File: config.mk
export PLATFORM = sky130hd
export DESIGN_NAME = dead_time_gen_flat
export DESIGN_NICKNAME = d
export VERILOG_FILES = /design/src/rtl/dead_time_gen_pkg.sv /design/src/rtl/dead_time_gen_if.sv /design/src/rtl/dead_time_gen_channel.sv /design/src/rtl/dead_time_gen.sv /design/src/flat_wrapper.sv
export SDC_FILE = /design/constraint.sdc
export NUM_CORES = 1
export LEC_CHECK = 0
export CAP_MARGIN = 20
export CORE_ASPECT_RATIO = 2
export CORE_UTILIZATION = 35
export DETAILED_ROUTE_END_ITERATION = 10
export GPL_ROUTABILITY_DRIVEN = 0
export REMOVE_ABC_BUFFERS = 1
export SETUP_SLACK_MARGIN = 0.3
export SLEW_MARGIN = 5
export SYNTH_ARGS = -nofsm -noshare
export SYNTH_HDL_FRONTEND = slang
export SYNTH_HIERARCHICAL = 1
export SYNTH_SLANG_ARGS = --single-unit
File: constraint.sdc
create_clock -name clk -period 2.6 [get_ports clk]
set_input_delay 0.26 -clock clk [delete_from_list [all_inputs] [get_ports clk]]
set_output_delay 0.26 -clock clk [all_outputs]
set_load 0.005 [all_outputs]
File: src/rtl/dead_time_gen_pkg.sv
// Shared types and defaults for the dead_time_gen PWM gate-drive block.
// Optional feature macro: DEAD_TIME_ASYM_EN (separate rise/fall dead times).
package dead_time_pkg;

  localparam int NCH_DEF  = 3;
  localparam int DT_W_DEF = 10;

  typedef enum logic [2:0] {
    OFF,
    LO_ON,
    DT_RISE,
    HI_ON,
    DT_FALL
  } dt_state_e;

endpackage

File: src/rtl/dead_time_gen_if.sv
// Control/gate bundle between the PWM modulator side and dead_time_gen.
// DEAD_TIME_ASYM_EN swaps the single dt field for dt_rise/dt_fall.
interface dead_time_gen_if #(
  parameter int NCH  = dead_time_pkg::NCH_DEF,
  parameter int DT_W = dead_time_pkg::DT_W_DEF
) ();

  logic            en;
  logic [NCH-1:0]  pwm_in;
`ifdef DEAD_TIME_ASYM_EN
  logic [DT_W-1:0] dt_rise;
  logic [DT_W-1:0] dt_fall;
`else
  logic [DT_W-1:0] dt;
`endif
  logic            fault;
  logic            fault_clr;
  logic [NCH-1:0]  hi_out;
  logic [NCH-1:0]  lo_out;
  logic [NCH-1:0]  in_dt;
  logic            fault_latched;

  modport master (
    output en, pwm_in,
`ifdef DEAD_TIME_ASYM_EN
    output dt_rise, dt_fall,
`else
    output dt,
`endif
    output fault, fault_clr,
    input  hi_out, lo_out, in_dt, fault_latched
  );

  modport slave (
    input  en, pwm_in,
`ifdef DEAD_TIME_ASYM_EN
    input  dt_rise, dt_fall,
`else
    input  dt,
`endif
    input  fault, fault_clr,
    output hi_out, lo_out, in_dt, fault_latched
  );

endinterface

File: src/rtl/dead_time_gen_channel.sv
// One phase leg: complementary gate FSM with a down-counting dead interval.
// Gate outputs are registered from the next state so they are glitch-free.
module dead_time_channel
  import dead_time_pkg::*;
#(
  parameter int DT_W = DT_W_DEF
) (
  input  logic            clk,
  input  logic            rst,
  input  logic            force_off,
  input  logic            pwm,
  input  logic [DT_W-1:0] dt_rise,
  input  logic [DT_W-1:0] dt_fall,
  output logic            hi_out,
  output logic            lo_out,
  output logic            in_dt
);

  dt_state_e       state_q, state_d;
  logic [DT_W-1:0] cnt_q, cnt_d;
  logic            hi_q, lo_q, in_dt_q;
  logic            go_rise, go_fall;

  assign go_rise = pwm  && (state_q inside {OFF, LO_ON});
  assign go_fall = !pwm && (state_q inside {OFF, HI_ON});

  always_comb begin
    // NOTE: defaults first so every path assigns state_d/cnt_d and no latch is inferred.
    state_d = state_q;
    cnt_d   = cnt_q;
    if (force_off) begin
      state_d = OFF;
      cnt_d   = '0;
    end else if (go_rise) begin
      if (dt_rise == '0) begin
        state_d = HI_ON;
      end else begin
        state_d = DT_RISE;
        cnt_d   = dt_rise;
      end
    end else if (go_fall) begin
      if (dt_fall == '0) begin
        state_d = LO_ON;
      end else begin
        state_d = DT_FALL;
        cnt_d   = dt_fall;
      end
    end else begin
      case (state_q)
        DT_RISE: begin
          // A request reversal abandons the interval and returns to the old side.
          if (!pwm) begin
            state_d = LO_ON;
            cnt_d   = '0;
          end else if (cnt_q <= DT_W'(1)) begin
            state_d = HI_ON;
            cnt_d   = '0;
          end else begin
            cnt_d = cnt_q - DT_W'(1);
          end
        end
        DT_FALL: begin
          if (pwm) begin
            state_d = HI_ON;
            cnt_d   = '0;
          end else if (cnt_q <= DT_W'(1)) begin
            state_d = LO_ON;
            cnt_d   = '0;
          end else begin
            cnt_d = cnt_q - DT_W'(1);
          end
        end
        LO_ON, HI_ON, OFF: ;
        default: begin
          state_d = OFF;
          cnt_d   = '0;
        end
      endcase
    end
  end

  // NOTE: counter and gate flops are all reset so both gates are off before the first edge.
  always_ff @(posedge clk or posedge rst) begin
    if (rst) begin
      state_q <= OFF;
      cnt_q   <= '0;
      hi_q    <= 1'b0;
      lo_q    <= 1'b0;
      in_dt_q <= 1'b0;
    end else begin
      // NOTE: non-blocking so every flop samples pre-edge values.
      state_q <= state_d;
      cnt_q   <= cnt_d;
      hi_q    <= (state_d == HI_ON);
      lo_q    <= (state_d == LO_ON);
      in_dt_q <= (state_d == DT_RISE) || (state_d == DT_FALL);
    end
  end

  assign hi_out = hi_q;
  assign lo_out = lo_q;
  assign in_dt  = in_dt_q;

endmodule

File: src/rtl/dead_time_gen.sv
// Multi-leg complementary dead-time generator with global enable and sticky fault.
// Build option DEAD_TIME_ASYM_EN: independent dead times for rising and falling transitions.
module dead_time_gen
  import dead_time_pkg::*;
#(
  parameter int NCH  = NCH_DEF,
  parameter int DT_W = DT_W_DEF
) (
  input  logic             clk,
  input  logic             rst,
  dead_time_gen_if.slave   bus
);

  logic            fault_latched_q, fault_latched_d;
  logic            force_off;
  logic [DT_W-1:0] dt_rise_w, dt_fall_w;
  logic [NCH-1:0]  hi_vec, lo_vec, in_dt_vec;

`ifdef DEAD_TIME_ASYM_EN
  assign dt_rise_w = bus.dt_rise;
  assign dt_fall_w = bus.dt_fall;
`else
  assign dt_rise_w = bus.dt;
  assign dt_fall_w = bus.dt;
`endif

  // Fault has priority over clear when both are asserted together.
  always_comb begin
    fault_latched_d = fault_latched_q;
    if (bus.fault) begin
      fault_latched_d = 1'b1;
    end else if (bus.fault_clr) begin
      fault_latched_d = 1'b0;
    end
  end

  always_ff @(posedge clk or posedge rst) begin
    if (rst) begin
      fault_latched_q <= 1'b0;
    end else begin
      fault_latched_q <= fault_latched_d;
    end
  end

  // Live fault input kills the gates on the same edge that latches it.
  assign force_off = !bus.en || bus.fault || fault_latched_q;

  for (genvar g = 0; g < NCH; g++) begin : g_ch
    dead_time_channel #(.DT_W(DT_W)) u_ch (
      .clk       (clk),
      .rst       (rst),
      .force_off (force_off),
      .pwm       (bus.pwm_in[g]),
      .dt_rise   (dt_rise_w),
      .dt_fall   (dt_fall_w),
      .hi_out    (hi_vec[g]),
      .lo_out    (lo_vec[g]),
      .in_dt     (in_dt_vec[g])
    );
  end

  assign bus.hi_out        = hi_vec;
  assign bus.lo_out        = lo_vec;
  assign bus.in_dt         = in_dt_vec;
  assign bus.fault_latched = fault_latched_q;

endmodule

File: src/flat_wrapper.sv
// flat-port wrapper written by rule: the top's interface ports become plain ports
module dead_time_gen_flat import dead_time_pkg::*;
#(
  parameter int NCH  = NCH_DEF,
  parameter int DT_W = DT_W_DEF
)
  (clk, rst, bus_en, bus_pwm_in, bus_dt, bus_fault, bus_fault_clr, bus_hi_out, bus_lo_out, bus_in_dt, bus_fault_latched);
  dead_time_gen_if #(.NCH(NCH), .DT_W(DT_W)) bus_i ();
  input  logic clk;
  input  logic rst;
  input wire logic [$bits(bus_i.en)-1:0] bus_en;
  input wire logic [$bits(bus_i.pwm_in)-1:0] bus_pwm_in;
  input wire logic [$bits(bus_i.dt)-1:0] bus_dt;
  input wire logic [$bits(bus_i.fault)-1:0] bus_fault;
  input wire logic [$bits(bus_i.fault_clr)-1:0] bus_fault_clr;
  output wire logic [$bits(bus_i.hi_out)-1:0] bus_hi_out;
  output wire logic [$bits(bus_i.lo_out)-1:0] bus_lo_out;
  output wire logic [$bits(bus_i.in_dt)-1:0] bus_in_dt;
  output wire logic [$bits(bus_i.fault_latched)-1:0] bus_fault_latched;
  assign bus_i.en = bus_en;
  assign bus_i.pwm_in = bus_pwm_in;
  assign bus_i.dt = bus_dt;
  assign bus_i.fault = bus_fault;
  assign bus_i.fault_clr = bus_fault_clr;
  assign bus_hi_out = bus_i.hi_out;
  assign bus_lo_out = bus_i.lo_out;
  assign bus_in_dt = bus_i.in_dt;
  assign bus_fault_latched = bus_i.fault_latched;
  dead_time_gen #(.NCH(NCH), .DT_W(DT_W)) u_core (.clk(clk), .rst(rst), .bus(bus_i));
endmodule
==> parameters.txt, run 1 <==
Parameter                              Value

Timing
  Worst clock skew ... slightly below 0.009 ns
  Unrepaired setup endpoints after global routing ... no
  Total Negative Setup Slacks ... 0 ns
  Actual slew at the worst max-slew pin ... between 0.8 and 0.9 ns
  Number of failing setup endpoints in the final timing report ... 0
  Number of pins exceeding their max-slew limit in the final report ... 0
  Worst hold-check slack ... around 0.25 ns
  Crit share post-route ... around 84%
  Final Hold Violating Endpoints ... 0
  Final Critical Period ... between 2 and 2.5 ns
  Maximum clock rate ... between 400 and 500 MHz
  Smallest setup slack after layout ... approximately 0.42 ns
  Max-slew headroom ... roughly 45%

Pwr
  Maximum vdd drop ... 0.290 mV
  Total power after layout ... 0.00192 W
  Leakage dissipation ... about 1.7 nW
  Power per unit of standard cell area ... roughly 450 nW/µm²

Floorplan
  Height of the die ... about 140 µm
  Area of the die ... approximately 11000 µm²
  Placeable core region ... roughly 9800 µm²
  Die width ... roughly 73 µm
  Count of boundary I/O pins ... 28
  # rows ... 51
  Initial standard-cell utilization of the core ... 36.2%

GRT
  Wire length of the first global-routing pass ... roughly 18000 µm
  Number of antenna violations at the first check in global routing ... 0
  All-Layer GR Usage ... 21.8%
  Largest net degree at the start of global routing ... just over 50
  Overflow after GRT ... 0
  Number of global-route vias before repair ... 3530

CTS
  Worst-Skew Late Latency ... 0.30 ns
  Root Driver ... sky130_fd_sc_hd__clkbuf_16
  Hold_buf cts ... 0
  Clock tree from TritonCTS ... built
  H-tree depth reported by CTS ... 2
  Total clock sinks ... 49
  TritonCTS buffer count ... 5
  Maximum buffer depth of the clock tree ... 2
  CTS clock-pin slew for the worst setup and hold paths ... 0.07 ns

Routing
  Residual DRC count ... 0
  Post-route ant nets ... 0
  Detailed-route via count ... between 3000 and 4000
  Vias per std cell ... around 6
  Starting DRC count in detailed routing ... about 170
  Average wire per cell in the routed design ... about 18 µm
  Number of detailed-routing iterations run before antenna repair ... 4
  WL final ... 10800 µm

Min path
  Type of the worst min-delay path ... primary input to asynchronous set/reset pin

Critical path
  CP required ... about 2.8 ns
  Kind of end point of the critical path ... register
  Startpoint class of the critical path ... register
  Depth of the most critical reg-to-reg path ... 6
  Largest fanout on the critical path ... 9
  Critical Setup Path Class ... register to register
  Crit path DAT ... 2.35 ns

Logic synthesis
  Total of flip-flops plus latches after synthesis ... 49
  Main flop type after synthesis ... sky130_fd_sc_hd__dfrtp_1
  Mapped Avg Cell Area ... roughly 8.5 µm²
  Async set or reset register ratio after synthesis ... 100%
  Yosys synthesis warning count ... 6
  Number of enable-type register cells in the synthesized netlist ... 0
  Gate count after technology mapping ... roughly 420
  Synth cell types ... 65
  Syn Std Cell Area ... about 3600 µm²
  Fraction of the yosys area taken by sequential cells ... 34.5%

Placed design
  Placed cell count ... 578
  Placed wire-length estimate ... ~8000 µm
  Quantity of I/O buffers inserted on ports ... 27
  Worst slack at placement ... 0.149 ns

Finish
  Share of layout cells above drive strength 1 ... around an eighth
  Net count reported at finish ... 477
  Inserted Diodes ... 0
  Finished Layout Cells ... a little under 600
  Relative area change from synthesis to final layout ... 19.8%

Status
  Run status ... completed

Flow run
  Max-cap violations ... 0
==> critical path, stage by stage (launching register included) <==
cell and delay [ns]:
sky130_fd_sc_hd__dfrtp_1 0.44, sky130_fd_sc_hd__or4_4 0.55, sky130_fd_sc_hd__nor4b_4 0.28, sky130_fd_sc_hd__buf_4 0.20, sky130_fd_sc_hd__nor2_4 0.08, sky130_fd_sc_hd__a222oi_1 0.38, sky130_fd_sc_hd__o22ai_1 0.12
==> registers in the layout, indices dropped and copies added, names as in the netlist <==
name / count
u_core/bus.fault_latched: 1
u_core/g_ch.u_ch/lo_out: 3
u_core/g_ch.u_ch/state_q: 9
u_core/g_ch.u_ch/hi_out: 3
u_core/g_ch.u_ch/in_dt: 3
u_core/g_ch.u_ch/cnt_q: 30
==> kinds of logic after synthesis <==
kind of cell	after synthesis	synth area share, %
and+or+nand+nor	168	27.4
adders and majority gates	6	2.11
DFF	49	34.5
muxes	1	0.282
AOI/OAI and AO/OA	105	22.8
buffers and inverters	68	7.71
xor gates and xnor gates	21	5.18
==> routing by layer <==
metal  track usage [%]  share of wire, %  vias up
li1                  -                 -     1636
met1              23.0                37     1737
met2              40.1                56       87
met3              2.37               3.3       28
met4              13.5               4.4        0
met5                 0                 0        -
==> final cells by class <==
type / count / area (µm²)
clock buffers: 6 / 139
fillers: 1015 / 5570
multi-input cells: 301 / 2070
well taps: 132 / 165
flip-flops and latches: 49 / 1230
clock inverters: 2 / 13.8
inverters: 42 / 158
repair buffers: 54 / 485
==> final timing paths <==
kind	from	end	slack (ns)
hold reg to reg	u_core/bus.fault_latched$_DFFE_PP0P_	u_core/bus.fault_latched$_DFFE_PP0P_	0.51
setup reg to reg	u_core/g_ch[2].u_ch/cnt_q[4]$_DFFE_PP0P_	u_core/g_ch[2].u_ch/cnt_q[4]$_DFFE_PP0P_	0.42
setup / recovery	u_core/g_ch[2].u_ch/cnt_q[4]$_DFFE_PP0P_	u_core/g_ch[2].u_ch/cnt_q[4]$_DFFE_PP0P_	0.42
min in group clk	u_core/bus.fault_latched$_DFFE_PP0P_	u_core/bus.fault_latched$_DFFE_PP0P_	0.51
hold / removal	rst	u_core/bus.fault_latched$_DFFE_PP0P_	0.25
max in group asynchronous	rst	u_core/g_ch[0].u_ch/cnt_q[9]$_DFFE_PP0P_	1.60
==> stage by stage <==
step | instance area (µm²) | util, %
global placement | 4090 | 41.6
finish | 4260 | 43.3
global route | 4260 | 43.3
CTS | 4240 | 43.2
detailed placement | 4090 | 41.6
floorplan | 3440 | -
==> power breakdown <==
part	switching [W]	internal, W
clock network	0.000306	0.000384
registers	0.0000215	0.000779
logic	0.000245	0.000186
==> synthesized netlist by cell type, types with 3 or more instances <==
cell / number / area (µm²)
sky130_fd_sc_hd__a211oi_1: 6 / 45.0
sky130_fd_sc_hd__a221oi_1: 18 / 158
sky130_fd_sc_hd__nor3_1: 23 / 115
sky130_fd_sc_hd__o31ai_1: 4 / 30.0
sky130_fd_sc_hd__ha_1: 6 / 75.1
sky130_fd_sc_hd__o32ai_1: 21 / 184
sky130_fd_sc_hd__nand3_1: 10 / 50.1
sky130_fd_sc_hd__or4_1: 3 / 22.5
sky130_fd_sc_hd__nand3b_1: 5 / 37.5
sky130_fd_sc_hd__or3b_2: 4 / 35.0
sky130_fd_sc_hd__o211ai_1: 4 / 30.0
sky130_fd_sc_hd__nor3b_1: 3 / 22.5
sky130_fd_sc_hd__dfrtp_1: 49 / 1230
sky130_fd_sc_hd__clkbuf_1: 18 / 67.6
sky130_fd_sc_hd__and2_1: 5 / 31.3
sky130_fd_sc_hd__o21ai_0: 6 / 30.0
sky130_fd_sc_hd__o21a_1: 3 / 22.5
sky130_fd_sc_hd__nor4_1: 15 / 93.8
sky130_fd_sc_hd__buf_2: 3 / 15.0
sky130_fd_sc_hd__a21o_1: 3 / 22.5
sky130_fd_sc_hd__nor2_1: 55 / 206
sky130_fd_sc_hd__nor4b_1: 5 / 43.8
sky130_fd_sc_hd__nand4b_1: 3 / 26.3
sky130_fd_sc_hd__o22ai_1: 4 / 25.0
sky130_fd_sc_hd__a31o_2: 3 / 26.3
sky130_fd_sc_hd__or3_1: 6 / 37.5
sky130_fd_sc_hd__a21oi_1: 11 / 55.1
sky130_fd_sc_hd__nand2_1: 11 / 41.3
sky130_fd_sc_hd__xor2_1: 6 / 52.6
sky130_fd_sc_hd__a31oi_1: 6 / 37.5
sky130_fd_sc_hd__xnor2_1: 15 / 131
sky130_fd_sc_hd__inv_1: 42 / 158
sky130_fd_sc_hd__or4_4: 3 / 33.8
==> timing repair <==
| action | CTS | global route |
|---|---|---|
| setup buffers | 0 | 0 |
| gates resized for setup | 0 | 2 |
| endpoints found under the setup margin | 0 | 14 |
==> placed cells by master, fill, tap and decap left out, drive strengths merged, types with 3 or more instances in the layout <==
cell type      synthesis  routed
or3                    6       6
nor2                  57      57
o22ai                  4       4
nand2                 11      11
buf                    8      27
and2                   5       5
nor4b                  6       6
clkdlybuf4s50          0      27
inv                   42      42
dfrtp                 49      49
o32ai                 21      21
a31o                   3       3
a211oi                 7       7
a21o                   3       3
o21ai                  7       7
nor4                  18      18
clkbuf                18       6
or3b                   4       4
xor2                   6       6
o31ai                  4       4
nor3                  24      24
nand3b                 5       5
o21a                   3       3
o211ai                 4       4
ha                     6       6
nand4b                 3       3
nand3                 10      10
a21oi                 12      12
xnor2                 15      15
nor3b                  3       3
a221oi                18      18
a31oi                  7       7
or4                    6       6
No activity file was read; power rests on OpenSTA's default activity.
==> run 2: changes to the inputs <==
- clock period: 2.6 -> 1.9 ns (I/O delays scaled with it)
==> run 2 against run 1 <==
Effect of this change:
- final area increased by 35%
- clock power increased by 29%
- critical endpoint unchanged
- the flow now finishes with violations (negative setup slack)
- sequential share of layout area decreased by 7.3 points
- critical path type unchanged
==> parameters.txt, run 2 (synthesis gave the netlist of run 1 again) <==
Parameter                              Value

GRT
  Number of global-route vias before repair ... 4281
  All-Layer GR Usage ... 24.8%
  Largest net degree at the start of global routing ... 17
  Overflow after GRT ... 0
  Number of antenna violations at the first check in global routing ... 0
  Wire length of the first global-routing pass ... ~20000 µm

Critical path
  Critical Setup Path Class ... register to register
  Largest fanout on the critical path ... 8
  Reg-to-reg endpoint ... u_core/g_ch[2].u_ch/cnt_q[4]$_DFFE_PP0P_
  Depth of the most critical reg-to-reg path ... 6
  Setup crit end ... u_core/g_ch[2].u_ch/cnt_q[4]$_DFFE_PP0P_
  Crit path DAT ... approximately 2.2 ns
  Crit path from ... u_core/g_ch[2].u_ch/cnt_q[3]$_DFFE_PP0P_
  Startpoint class of the critical path ... register
  Worst reg2reg startpoint ... u_core/g_ch[2].u_ch/cnt_q[3]$_DFFE_PP0P_
  Slack of the worst reg-to-reg path ... -0.17 ns
  CP required ... about 2.1 ns
  Kind of end point of the critical path ... register

Finish
  Largest regs ... u_core/g_ch.u_ch/cnt_q: 30 flops, u_core/g_ch.u_ch/state_q: 9 flops
  Relative area change from synthesis to final layout ... 61.2%
  Total area of multi-input combinational cells ... around 2700 µm²
  Inserted Diodes ... 0
  Share of layout cells above drive strength 1 ... about 43%
  Fill cell instance count of the final layout ... 848
  Net count reported at finish ... about 600
  Commonest cells after routing, fill and taps aside ... 111 x sky130_fd_sc_hd__buf_4, 50 x sky130_fd_sc_hd__nor2_1, 44 x sky130_fd_sc_hd__dfrtp_1
  Seq. cell area ... between 1000 and 1500 µm²
  Most frequent standard cell in the layout excluding fill and tap cells ... sky130_fd_sc_hd__buf_4
  Number of flip-flops under the largest register name ... 30
  Register name with the most flops ... u_core/g_ch.u_ch/cnt_q
  Total non-filler cell area in the finished layout ... between 5000 and 6000 µm²

Flow run
  Max-cap violations ... 0

Floorplan
  Die width ... 73.3 µm
  Height of the die ... roughly 140 µm
  # rows ... between 50 and 60
  Area of the die ... about 11000 µm²
  Initial standard-cell utilization of the core ... between 30% and 40%
  Count of boundary I/O pins ... 28
  Placeable core region ... around 9800 µm²

Timing
  Number of pins exceeding their max-slew limit in the final report ... 0
  Worst hold-check slack ... 0.197 ns
  Total Negative Setup Slacks ... -1.76 ns
  Worst clock skew ... between 0.005 and 0.006 ns
  Number of failing setup endpoints in the final timing report ... 26
  Smallest setup slack after layout ... -0.167 ns
  Crit share post-route ... 109%
  Actual slew at the worst max-slew pin ... a little under 0.7 ns
  Maximum clock rate ... slightly below 500 MHz
  Final Hold Violating Endpoints ... 0
  Unrepaired setup endpoints after global routing ... yes
  Max-slew headroom ... roughly 54%
  Final Critical Period ... 2.07 ns

Placed design
  Worst slack at placement ... -0.447 ns
  Quantity of I/O buffers inserted on ports ... 27
  Area post-placement ... 4700 µm²
  Placed wire-length estimate ... just under 9000 µm

CTS
  H-tree depth reported by CTS ... 2
  Hold_buf cts ... 0
  Root Driver ... sky130_fd_sc_hd__clkbuf_16
  TritonCTS buffer count ... 5
  Maximum buffer depth of the clock tree ... 2
  CTS clock-pin slew for the worst setup and hold paths ... about 0.07 ns
  Clock tree from TritonCTS ... built
  Total clock sinks ... 49
  Worst-Skew Late Latency ... approximately 0.29 ns

Routing
  WL final ... 12900 µm
  Starting DRC count in detailed routing ... 180
  Number of detailed-routing iterations run before antenna repair ... 4
  Post-route ant nets ... 0
  Residual DRC count ... 0
  Vias per std cell ... ~6
  Detailed-route via count ... roughly 4100
  Average wire per cell in the routed design ... around 19 µm

Pwr
  Psw ... roughly 0.00090 W
  Leakage dissipation ... 2.39 nW
  Maximum vdd drop ... between 0.3 and 0.4 mV
  Cell-internal power ... 0.00201 W
  Power per unit of standard cell area ... ~510 nW/µm²
  Relative contribution of the clock network to total power ... between 30% and 40%
  Combinational power share ... 32.0%
  Total power after layout ... between 0.002 and 0.003 W
  Power share of the sequential group ... 37.5%
  Fraction of power spent switching nets ... between 30% and 40%

Status
  Violations in the final reports ... negative setup slack
  Run status ... complete, but fails checks

Min path
  Type of the worst min-delay path ... primary input to asynchronous set/reset pin
[run 2: cell count changes in the layout (fill, tap and decap cells not counted), sizes merged]
cell           before  now
clkdlybuf4s50      27   22
a21oi              12   13
clkbuf              6    7
clkinv              2    0
buf                27  134
clkinvlp            0    1
dlygate4sd2         0    5
[run 2: cell type report]
type | count | area share (%)
Timing Repair Buffer | 161 | 24.0
Tap cell | 132 | 2.88
Multi-Input combinational cell | 302 | 46.4
Clock inverter | 1 | 0.131
Clock buffer | 7 | 2.31
Inverter | 42 | 2.75
Sequential cell | 49 | 21.5
[run 2: worst min path at each step]
| stage | start | endpoint | depth (start not counted) |
|---|---|---|---|
| after CTS | rst | u_core/bus.fault_latched$_DFFE_PP0P_ | 2 |
| after global placement | u_core/bus.fault_latched$_DFFE_PP0P_ | u_core/bus.fault_latched$_DFFE_PP0P_ | 1 |
| after floorplan | rst | u_core/bus.fault_latched$_DFFE_PP0P_ | 1 |
| after global routing | rst | u_core/bus.fault_latched$_DFFE_PP0P_ | 2 |
| after detailed placement | u_core/bus.fault_latched$_DFFE_PP0P_ | u_core/bus.fault_latched$_DFFE_PP0P_ | 1 |
| final | rst | u_core/bus.fault_latched$_DFFE_PP0P_ | 2 |
[run 2: through the flow]
step	util, %	cells
after CTS	56.1	692
after global routing	58.3	694
after global placement	47.8	659
after detailed placement	47.8	659
after floorplan	-	392
final	58.3	694
[run 2: critical path, cell delays in order, from the launching register on]
cell and delay, ns:
sky130_fd_sc_hd__dfrtp_1 0.38, sky130_fd_sc_hd__or4_4 0.58, sky130_fd_sc_hd__nor4b_4 0.28, sky130_fd_sc_hd__buf_6 0.17, sky130_fd_sc_hd__nor2_4 0.07, sky130_fd_sc_hd__a222oi_1 0.33
sky130_fd_sc_hd__o22ai_1 0.14
[run 2: power by group through the flow]
stage / clock [W] / combinational [W] / sequential, W
3_3_place_gp: 0 / 0.000698 / 0.00111
3_5_place_dp: 0 / 0.000711 / 0.00111
4_1_cts: 0.000913 / 0.000850 / 0.00109
2_1_floorplan: 0 / 0.000347 / 0.00111
5_1_grt: 0.000947 / 0.000992 / 0.00109
6_report: 0.000890 / 0.000930 / 0.00109
[run 2: layer usage]
metal	part of all wire (%)	wire length, µm	vias up	GRT usage, %
li1	-	-	1857	-
met5	0	0	-	0
met3	3.1	403	50	3.21
met4	5.2	664	0	17.5
met1	35	4480	2025	24.3
met2	57	7310	129	46.1
[run 2: repair_timing]
action / in CTS / in global routing
endpoints found under the setup margin: 45 / 46
gates cloned: 1 / 0
buffers inserted: 24 / 2
gates resized for setup: 100 / 30
pin swaps: 70 / 16
